`src/rtl/dwt_coef_serializer.sv`:
```
// dwt_coef_serializer
// Captures one (a, d) coefficient pair per clk2 rising phase, buffers pairs in a
// small FIFO and streams them out as 16-bit words (a then d) on a valid/ready port,
// tagged by sub-band and marking the d word of the last pair of each frame.
//
// state  | meaning
// IDLE   | no word presented, waiting for a buffered pair
// SEND_A | approximation word of the held pair presented on out_data
// SEND_D | detail word of the held pair presented on out_data
module dwt_coef_serializer #(
    parameter int W         = 16,
    parameter int DEPTH     = 8,
    parameter int FRAME_LEN = 64
) (
    input  logic                   clk,
    input  logic                   rst,
    input  logic                   clk2,
    input  logic signed [W-1:0]    a,
    input  logic signed [W-1:0]    d,
    output logic [W-1:0]           out_data,
    output logic                   out_sub,
    output logic                   out_last,
    output logic                   out_valid,
    input  logic                   out_ready,
    output logic [$clog2(DEPTH):0] fill,
    output logic                   overflow
);

    localparam int AW  = $clog2(DEPTH);
    localparam int FW  = AW + 1;
    localparam int FCW = (FRAME_LEN > 1) ? $clog2(FRAME_LEN) : 1;

    typedef enum logic [1:0] {
        IDLE   = 2'd0,
        SEND_A = 2'd1,
        SEND_D = 2'd2
    } state_t;

    state_t         state, state_nx;
    logic           c2_q1, c2_q2;
    logic           cap;
    logic           wr_en;
    logic           pop;
    logic           accept;
    logic [2*W-1:0] mem [DEPTH];
    logic [2*W-1:0] rd_pair;
    logic [AW-1:0]  wr_ptr, rd_ptr;
    logic [W-1:0]   hold_d, hold_d_nx;
    logic [FCW-1:0] frame_cnt, frame_nx;
    logic [W-1:0]   data_nx;
    logic           sub_nx, last_nx, valid_nx;

    assign cap     = c2_q1 & ~c2_q2;
    // A full FIFO drops the pair even if a pop happens on the same edge.
    assign wr_en   = cap && (fill != FW'(DEPTH));
    assign accept  = out_valid & out_ready;
    assign rd_pair = mem[rd_ptr];

    // clk2 is only a data signal here; a rising phase yields a one-clk capture strobe.
    always_ff @(posedge clk or negedge rst) begin
        if (!rst) begin
            c2_q1 <= 1'b0;
            c2_q2 <= 1'b0;
        end else begin
            c2_q1 <= clk2;
            c2_q2 <= c2_q1;
        end
    end

    // FIFO storage: no reset needed, contents are qualified by fill.
    always_ff @(posedge clk) begin
        if (wr_en) mem[wr_ptr] <= {a, d};
    end

    // FIFO pointers, occupancy and sticky overflow flag.
    always_ff @(posedge clk or negedge rst) begin
        if (!rst) begin
            wr_ptr   <= '0;
            rd_ptr   <= '0;
            fill     <= '0;
            overflow <= 1'b0;
        end else begin
            if (wr_en) wr_ptr <= wr_ptr + AW'(1);
            if (pop)   rd_ptr <= rd_ptr + AW'(1);
            case ({wr_en, pop})
                2'b10:   fill <= fill + FW'(1);
                2'b01:   fill <= fill - FW'(1);
                default: fill <= fill;
            endcase
            if (cap && !wr_en) overflow <= 1'b1;
        end
    end

    // State register plus the registered output word, hold register and frame count.
    always_ff @(posedge clk or negedge rst) begin
        if (!rst) begin
            state     <= IDLE;
            out_data  <= '0;
            out_sub   <= 1'b0;
            out_last  <= 1'b0;
            out_valid <= 1'b0;
            hold_d    <= '0;
            frame_cnt <= '0;
        end else begin
            state     <= state_nx;
            out_data  <= data_nx;
            out_sub   <= sub_nx;
            out_last  <= last_nx;
            out_valid <= valid_nx;
            hold_d    <= hold_d_nx;
            frame_cnt <= frame_nx;
        end
    end

    // Next-state and next-output logic; outputs hold unless a handshake or pop moves them.
    always_comb begin
        state_nx  = state;
        pop       = 1'b0;
        data_nx   = out_data;
        sub_nx    = out_sub;
        last_nx   = out_last;
        valid_nx  = out_valid;
        hold_d_nx = hold_d;
        frame_nx  = frame_cnt;
        case (state)
            IDLE: begin
                if (fill != '0) begin
                    pop       = 1'b1;
                    data_nx   = rd_pair[2*W-1:W];
                    hold_d_nx = rd_pair[W-1:0];
                    sub_nx    = 1'b0;
                    last_nx   = 1'b0;
                    valid_nx  = 1'b1;
                    state_nx  = SEND_A;
                end
            end
            SEND_A: begin
                if (accept) begin
                    data_nx  = hold_d;
                    sub_nx   = 1'b1;
                    last_nx  = (frame_cnt == FCW'(FRAME_LEN - 1));
                    state_nx = SEND_D;
                end
            end
            SEND_D: begin
                if (accept) begin
                    frame_nx = out_last ? '0 : frame_cnt + FCW'(1);
                    if (fill != '0) begin
                        // Back-to-back: next pair's a word follows without a bubble.
                        pop       = 1'b1;
                        data_nx   = rd_pair[2*W-1:W];
                        hold_d_nx = rd_pair[W-1:0];
                        sub_nx    = 1'b0;
                        last_nx   = 1'b0;
                        state_nx  = SEND_A;
                    end else begin
                        valid_nx = 1'b0;
                        last_nx  = 1'b0;
                        state_nx = IDLE;
                    end
                end
            end
            default: begin
                state_nx = IDLE;
                valid_nx = 1'b0;
                last_nx  = 1'b0;
            end
        endcase
    end

endmodule

```
`config.mk`:
```
export PLATFORM = sky130hd
export DESIGN_NAME = dwt_coef_serializer
export DESIGN_NICKNAME = d
export VERILOG_FILES = /design/src/rtl/dwt_coef_serializer.sv
export SDC_FILE = /design/constraint.sdc
export NUM_CORES = 1
export LEC_CHECK = 0
export BUFFER_PORTS_ARGS = -buffer_cell sky130_fd_sc_hd__buf_2
export CORE_MARGIN = 10
export CORE_UTILIZATION = 35
export DETAILED_ROUTE_END_ITERATION = 7
export PLACE_DENSITY = 0.61
export SYNTH_ARGS = -nofsm -noshare
export SYNTH_HDL_FRONTEND = slang
export SYNTH_SLANG_ARGS = --single-unit
```
`constraint.sdc`:
```
create_clock -name clk -period 9.2 [get_ports clk]
set_input_delay 0.92 -clock clk [delete_from_list [all_inputs] [get_ports clk]]
set_output_delay 0.92 -clock clk [all_outputs]
set_load 0.01 [all_outputs]
```
Word-level counts from Yosys, hierarchy flattened. Memories as Yosys holds them, arrays and structs flattened. Index checks and enable logic that the tools add are counted.

Add/sub/neg operators: 5. Eq/ne operators: 10. Multiplexer cells: 31. Bitwise logic cells: 4. Reduce and logical (&&, ||, !) cells: 13.

Operators with widths (number): $mux W16 (5); $pmux W16 S3 (1); $pmux W16 S2 (1); $mux W1 (14); $pmux W1 S3 (3); $ne A2 B2 Y1 const B (4); $pmux W4 S2 (1); $add A3 B1 Y3 const B (2); $add A6 B1 Y6 const B (1); $eq A6 B6 Y1 const B (1); $mux W2 (3); $mux W6 (1); $pmux W2 S3 (1); $reduce_and A3 Y1 (2); $add A4 B1 Y4 const B (1); $eq A2 B1 Y1 const B (2); $eq A2 B2 Y1 const B (2); $ne A4 B4 Y1 const B (1); $reduce_and A2 Y1 (2); $reduce_and A4 Y1 (1); $reduce_bool A2 Y1 (2); $reduce_bool A4 Y1 (1); $sub A4 B1 Y4 const B (1); $reduce_bool A3 Y1 (1); 6 further kinds (9).

Register bits after elaboration: 56. Memory bits (writable): 256. Input bits: 36. Output and inout bits: 24. Word-level logic and storage cells: 77. Memories: 1.

Memories: mem (words 8, width 32, read ports 1, clocked after memory_dff 0, wr ports 1, line 45) `logic [2*W-1:0] mem [DEPTH];`.

Longest topological paths before layout. Gate-level depths: netlist of the first run.

Depth after elaboration: 6. Gate-level depth with buffers: 10. Mapped depth without buffers: 9.

Least setup slack after synthesis of the first run. OpenSTA, ideal clock, no wires.

Path kind: reg-to-reg. Start point: register fill[0]. End point: memory mem[0][0] (netlist name), enable pin. Library setup time: 0.461 ns. Arrival time: 3.340 ns. Data required time: 8.739 ns. Setup slack: 5.399 ns. Stages on the path, launching flop included: 5. Buffers on the path: 0. Period minus slack after synthesis: 3.801 ns. Path through: dfrtp_1 > nor3_1 > a21boi_1 > nand2b_1 > nor3_1.

Word-level cells in the longest chain between the ends: 4.

RTL lines: from (decl) (line 25) `output logic [$clog2(DEPTH):0] fill,`; from (signal assigned) (line 86) `2'b10: fill <= fill + FW'(1);`; from (signal assigned) (line 87) `2'b01: fill <= fill - FW'(1);`; from (signal assigned) (line 88) `default: fill <= fill;`; $ne A4 B4 Y1 (line 55) `assign wr_en = cap && (fill != FW'(DEPTH));`; $logic_and A1 B1 Y1 (line 55); $mux W1 (line 72) `if (wr_en) mem[wr_ptr] <= {a, d};`; $mux W1 (not written as such) (line 72); to (decl) (line 45).

Every way passes these cells.

Worst setup path after layout of the first run.
Start point: register fill[0]. End point: register fill[3].

Word-level cells in the longest chain between the ends: 6.

RTL lines: $reduce_bool A4 Y1 * (line 127, 148); $mux W1 * (line 127, 148); $mux W1 (line 146) `if (accept) begin`; $pmux W1 S2 * (line 125) `case (state)`; via pop (line 43) `logic pop;`; $eq A2 B1 Y1 or $eq A2 B2 Y1 (tied branches) (line 85) `case ({wr_en, pop})`; $pmux W4 S2 or $reduce_bool A2 Y1 (tied branches).

Mark *: on every way through the listed nets, which the timed path passes. The rest lies on a longest branch. A chain may end at the register's enable or synchronous reset.

==> qor.yml, run 1 <==
run_status:
  status: "complete, no violations"
min_path:
  hp-class: "reg -> reg"
  hold-path-cell-count: 0
  hold_end: "c2_q2$_DFF_PN0_"
  hold_start: "c2_q1$_DFF_PN0_"
yosys:
  ys.flop_type: "edfxtp_1"
  syn_area_per_cell_um2: 19.9
  yosysWarnings: 0
  yosys.cell_types.count: 41
  yosysTopAreaCell: "edfxtp_1"
  synth_edf_count: 256
  ys_seq_elements: 312
  seq_area_frac_synth_pct: 75.1
  async_flop_share_pct: 17.9
  synth_area_leaders: "edfxtp_1 (64%), dfrtp_1 (12%), mux4_2 (12%)"
  synth_cells: 609
  synth_nets: 652
  syn_area_um2: 12100
  synth_top_area_share_pct: 63.5
grt:
  overflow: 0
  grt_antenna_before_repair: 5
  grt_pass1_wl_mm: 37.5
  busiest_layer: "met2"
  globalRouteTotalUtil_pct: 11.6
  grt_start_max_net_pins: 65
  globalRouteMet2Util_pct: 18.2
  grt_pass1_vias: 5971
  use_met3_pct: 2.54
  global_route.usage.met1_pct: 16.2
sta:
  finalHoldViolCount: 0
  rsz0062_at_grt: "false"
  fin_crit_sh_pct: 32.2
  fin_tns_setup_ns: 0
  finalSetupViolations: 0
  slew_violations: 0
  worst_slew_pin_slew_ns: 0.986
  fmax_mhz: 337
  slew_headroom_pct: 34.3
  hold_slack_ns: 0.381
  fin_worst_skew_ns: 0.0184
  period_minus_slack_ns: 2.97
setup_path:
  arrival_ns: 3.40
  path_cells: "nor4_4 > a211o_2 > buf_4 > inv_8 > ha_1 > ha_1 > a21oi_1 > o21ai_0 > o311ai_0"
  start_kind: "flop"
  crit_top_cell: "ha_1"
  reg2reg_depth: 9
  reg2reg_from: "fill[0]$_DFFE_PN0P_"
  cp_max_fo: 52
  critPathCaptureType: "flop"
  path_buf_inv: 2
  crit_family: "compound AO/OA/AOI/OAI gates"
  max_stage_delay_ns: 0.47
  worstReg2RegEnd: "fill[3]$_DFFE_PN0P_"
  path_class: "reg -> reg"
  slowest_stage: "dfrtp_1"
  worstPathRequired_ns: 9.64
  reg2reg_setup_slack_ns: 6.23
pwr:
  p_sw_share_pct: 30.3
  total_leakage_power_nw: 4.86
  internal-power_mw: 3.02
  pwr-share-comb_pct: 26.4
  ir_drop_mv: 0.165
  p_switching_mw: 1.31
  power_frac_seq_pct: 44.1
  powerDensity_nw_per_um2: 310
  power_frac_clock_pct: 29.4
clock_tree:
  cts_buffer_depth: 3
  clkTransAtPathRegs_ns: 0.06
  postCtsResizedCells: 0
  cts_max_level: 1
  cts_tree: "done"
  insertion_delay_ns: 0.57
  cts_hold_buf: 0
  cts_buffers: 30
  cts_sinks: 312
  post-cts-setup-buffers: 0
  clk_root_buffer_cell: "clkbuf_16"
route:
  wl_per_cell_um: 21.1
  drt-initial-drc-count: 411
  num_vias: 5789
  drc: 0
  finalWirelength_mm: 24.5
  avgViaCountPerCell: 4.98
  ant_nets: 0
  dr.pass1.iters: 5
floorplan:
  io_pins: 60
  die_x_um: 206
  die_h_um: 206
  die_area_um2: 42400
  start_util_pct: 35.3
  rows: 68
  core_area_um2: 34300
final_layout:
  stdcell_area_um2: 14000
  nFillCells: 3029
  areaGrowthSynthToFinish_pct: 15.6
  layout-drive-gt1-share_pct: 29.3
  final_net_count: 726
placed_design:
  dpl-instance-area_um2: 12900
  place_hpwl_mm: 13.9
  globalplace.congestion: 0.720
  numPortBuffers: 59
flow_run:
  max_cap_violations: 0
[power by group through the flow]
stage	Combinational, mW	Clock [mW]	Sequential, mW
detailed placement	1.17	0	1.94
floorplan	0.899	0	1.88
global placement	1.16	0	1.94
global route	1.26	1.37	1.94
CTS	1.18	1.30	1.92
finish	1.15	1.28	1.91
[registers in the layout, summed over array words and instances, names as in the netlist, 2 cells and up]
signal     count
out_data      16
rd_ptr         3
frame_cnt      6
fill           4
mem          256
hold_d        16
wr_ptr         3
state          2
[layout make-up]
cell class | count | area, um2 | area share [%]
tap | 455 | 569 | 4.07
antenna | 1 | 2.50 | 0.0179
clock inverter | 22 | 221 | 1.58
sequential | 312 | 9090 | 65.0
multi-input combinational | 258 | 2820 | 20.2
timing repair buffer | 72 | 393 | 2.81
clock buffer | 34 | 840 | 6.00
inverter | 9 | 41.3 | 0.295
[layer usage]
metal	wire, um	share of wire (%)
met1	11000	45
met5	47	0.19
met4	390	1.6
met2	11800	48
met3	1340	5.5
[Yosys cell counts, types with 3 or more instances]
cell / instances
nand3_1: 4
mux4_2: 62
xnor2_1: 4
dfrtp_1: 56
inv_1: 8
a221o_1: 16
mux2i_1: 34
buf_2: 15
buf_6: 3
ha_1: 6
nor3_1: 8
nand2b_1: 5
a21oi_1: 5
buf_4: 4
edfxtp_1: 256
clkbuf_1: 4
o21ai_0: 26
nand2_1: 37
nor2_1: 26
[cell usage in the layout (no fill, tap or decap), types with 3 or more instances in the layout]
cell type | Yosys | routed
clkbuf_16 | 0 | 33
buf_2 | 15 | 59
dfrtp_1 | 56 | 53
nand2_1 | 37 | 37
ha_1 | 6 | 6
clkinv_2 | 0 | 11
nand2b_1 | 5 | 5
edfxtp_1 | 256 | 256
inv_4 | 0 | 3
inv_1 | 8 | 8
mux2i_1 | 34 | 34
buf_4 | 4 | 13
xnor2_1 | 4 | 4
nor2_1 | 26 | 20
a21oi_1 | 5 | 5
a221o_1 | 16 | 16
nor2_4 | 1 | 7
mux4_2 | 62 | 62
bufinv_16 | 0 | 3
nor3_1 | 8 | 6
o21ai_0 | 26 | 26
nand3_1 | 4 | 4
[per-stage QoR]
| stage | instances | util (%) | setup slack, ns | total power [mW] |
|---|---|---|---|---|
| after floorplan | 609 | - | 5.40 | 2.78 |
| after global placement | 1106 | 37.7 | 5.99 | 3.09 |
| after detailed placement | 1106 | 37.7 | 5.93 | 3.12 |
| after CTS | 1162 | 40.8 | 6.22 | 4.40 |
| after global routing | 1162 | 40.8 | 5.97 | 4.57 |
| final | 1163 | 40.8 | 6.23 | 4.34 |
[cell families (layout without fill, tap and decap cells)]
group                      Yosys count  in the layout  share of synthesized area, %
DFF                                312            312                          75.1
muxes                               99             99                          14.9
buffers and inverters               39            137                          2.01
adders and majority gates            7              7                         0.786
and+or+nand+nor                     90             90                          3.56
AOI/OAI and AO/OA                   56             56                          3.21
xor gates and xnor gates             6              6                         0.434
other                                0              1                             0
[worst max-delay path by stage]
stage                              from                   to  slack, ns  depth (start not counted)
global placement              out_ready  fill[3]$_DFFE_PN0P_       5.99                         10
finish              fill[0]$_DFFE_PN0P_  fill[3]$_DFFE_PN0P_       6.23                          9
global route        fill[0]$_DFFE_PN0P_  fill[3]$_DFFE_PN0P_       5.97                          9
detailed placement            out_ready  fill[3]$_DFFE_PN0P_       5.93                         10
floorplan           fill[0]$_DFFE_PN0P_  mem[0][0]$_DFFE_PP_       5.40                          4
CTS                 fill[0]$_DFFE_PN0P_  fill[3]$_DFFE_PN0P_       6.22                          9
[worst register-to-register path: stages, from the launching register on]
cell	delay, ns
dfrtp_1	0.47
nor4_4	0.44
a211o_2	0.16
buf_4	0.43
inv_8	0.08
ha_1	0.29
ha_1	0.30
a21oi_1	0.22
o21ai_0	0.13
o311ai_0	0.32
Power figures use the tool's default switching activity.
==> inputs of run 2 (changes only) <==
- PLACE_DENSITY: 0.61 -> 0.63
- clock period: 9.2 -> 2.55 ns (I/O delays scaled with it)
==> run 2 against run 1 <==
Against the previous run:
- combinational power grew to 3.8 times the previous value
- sequential share of layout area decreased by 1.2 points
- power grew to 3.7 times the previous value
- count of clock-buffer cells in the layout is 12 higher
- first-iteration DRC count is 0.24% higher
- utilization increased by 0.80 points
- non-clock buffer count rose by 17
- hold slack worse by 0.37 ns
- global-route usage rose by 0.23 points
- final cell count is 2.1% higher
- clock skew up 0.0031 ns
- critical endpoint unchanged
==> qor.yml, run 2 (synthesized netlist as in run 1, its figures left out) <==
grt:
  grt_pass1_vias: 6113
  globalRouteTotalUtil_pct: 11.8
  overflow: 0
  grt_start_max_net_pins: 52
  grt_antenna_before_repair: 2
  grt_pass1_wl_mm: 38.1
route:
  dr.pass1.iters: 5
  finalWirelength_mm: 24.8
  drt-initial-drc-count: 412
  num_vias: 5903
  avgViaCountPerCell: 4.97
  drc: 0
  ant_nets: 0
  wl_per_cell_um: 20.9
setup_path:
  start_kind: "flop"
  reg2reg_setup_slack_ns: 0.23
  cp-endpoint: "fill[3]$_DFFE_PN0P_"
  arrival_ns: 2.72
  worstPathRequired_ns: 2.95
  reg2reg_depth: 8
  worstReg2RegEnd: "fill[3]$_DFFE_PN0P_"
  cp_max_fo: 8
  reg2reg_from: "fill[0]$_DFFE_PN0P_"
  path_class: "reg -> reg"
  critPathCaptureType: "flop"
  crit_start: "fill[0]$_DFFE_PN0P_"
placed_design:
  place_hpwl_mm: 14.7
  numPortBuffers: 59
  globalplace.congestion: 0.742
  dp.cells: 1119
  dp_slack_ns: 0.0701
  dpl-instance-area_um2: 13100
clock_tree:
  cts_sinks: 312
  cts_tree: "done"
  post-cts-setup-buffers: 0
  cts_max_level: 2
  clkTransAtPathRegs_ns: 0.06
  insertion_delay_ns: 0.52
  cts_buffers: 34
  clk_root_buffer_cell: "clkbuf_16"
  cts_buffer_depth: 3
sta:
  fin_ws_ns: 0.232
  hold_slack_ns: 0.0132
  period_minus_slack_ns: 2.32
  slew_headroom_pct: 58.7
  fin_worst_skew_ns: 0.0214
  worst_slew_pin_slew_ns: 0.620
  rsz0062_at_grt: "false"
  slew_violations: 0
  fmax_mhz: 431
  finalHoldViolCount: 0
  finalSetupViolations: 0
  fin_crit_sh_pct: 90.9
final_layout:
  final_net_count: 747
  layout_commonest_cell: "edfxtp_1"
  fin_cells: 1187
  largest_reg_flops: 256
  stdcell_area_um2: 14300
  layout_common_cells: "edfxtp_1 (256), mux4_2 (62), buf_2 (59)"
  largestRegisters: "mem x256, hold_d x16, out_data x16"
  regMostFlops: "mem"
  areaGrowthSynthToFinish_pct: 17.9
  layout-drive-gt1-share_pct: 29.5
floorplan:
  io_pins: 60
  core_area_um2: 34300
  die_area_um2: 42400
  start_util_pct: 35.3
  rows: 68
  die_h_um: 206
  die_x_um: 206
flow_run:
  max_cap_violations: 0
pwr:
  total_leakage_power_nw: 4.96
  ir_drop_mv: 0.552
  powerDensity_nw_per_um2: 1120
  total_power_mw: 15.9
run_status:
  status: "complete, no violations"
min_path:
  hp-class: "in -> reg"
-- run 2: worst max-delay path, stage by stage (launching register included) --
cell and delay, ns:
dfrtp_1 0.46, nor4_4 0.34, a211o_2 0.22, inv_8 0.05, ha_2 0.21, ha_1 0.28
a21oi_1 0.21, o21ai_0 0.15, o311ai_1 0.29
-- run 2: area by class of cell --
class,count,area (um2)
fillers,3010,20000
flip-flops and latches,312,9090
multi-input cells,258,2840
clock buffers,46,927
repair buffers,89,631
well taps,455,569
clock inverters,16,153
inverters,9,41.3
diodes,2,5.00
-- run 2: routing by layer --
metal | share of wire (%) | global-route usage (%)
met1 | 43 | 15.7
met2 | 49 | 19.2
met3 | 6.2 | 2.68
met4 | 1.7 | 3.34
met5 | 0 | 0
-- run 2: worst min-delay path by stage --
stage / start / endpoint / slack (ns) / cells after the start
floorplan: rst / c2_q1$_DFF_PN0_ / -0.04 / 0
global placement: rst / fill[1]$_DFFE_PN0P_ / 0.30 / 1
detailed placement: rst / fill[1]$_DFFE_PN0P_ / 0.30 / 1
CTS: a[1] / mem[7][17]$_DFFE_PP_ / 0.002 / 1
global route: a[14] / mem[4][30]$_DFFE_PP_ / 0.007 / 1
finish: a[10] / mem[0][26]$_DFFE_PP_ / 0.01 / 1
-- run 2: stage by stage --
step | utilization [%] | setup TNS (ns)
6_report | 41.6 | 0
5_1_grt | 41.6 | 0
4_1_cts | 41.6 | 0
3_5_place_dp | 38.3 | 0
2_1_floorplan | - | -93.08
3_3_place_gp | 38.3 | 0
-- run 2: where the power goes --
group          internal, mW  total [mW]  switching (mW)
Sequential             6.28        6.80           0.519
Clock                  2.78        4.73            1.95
Combinational          2.08        4.41            2.33
Total                  11.1        15.9            4.80
-- run 2: repair_timing --
action | in CTS | in global routing
endpoints found under the hold margin | 36 | 0
setup endpoints to repair | 0 | 1
gates resized for setup | 0 | 2
hold buffers | 4 | 0
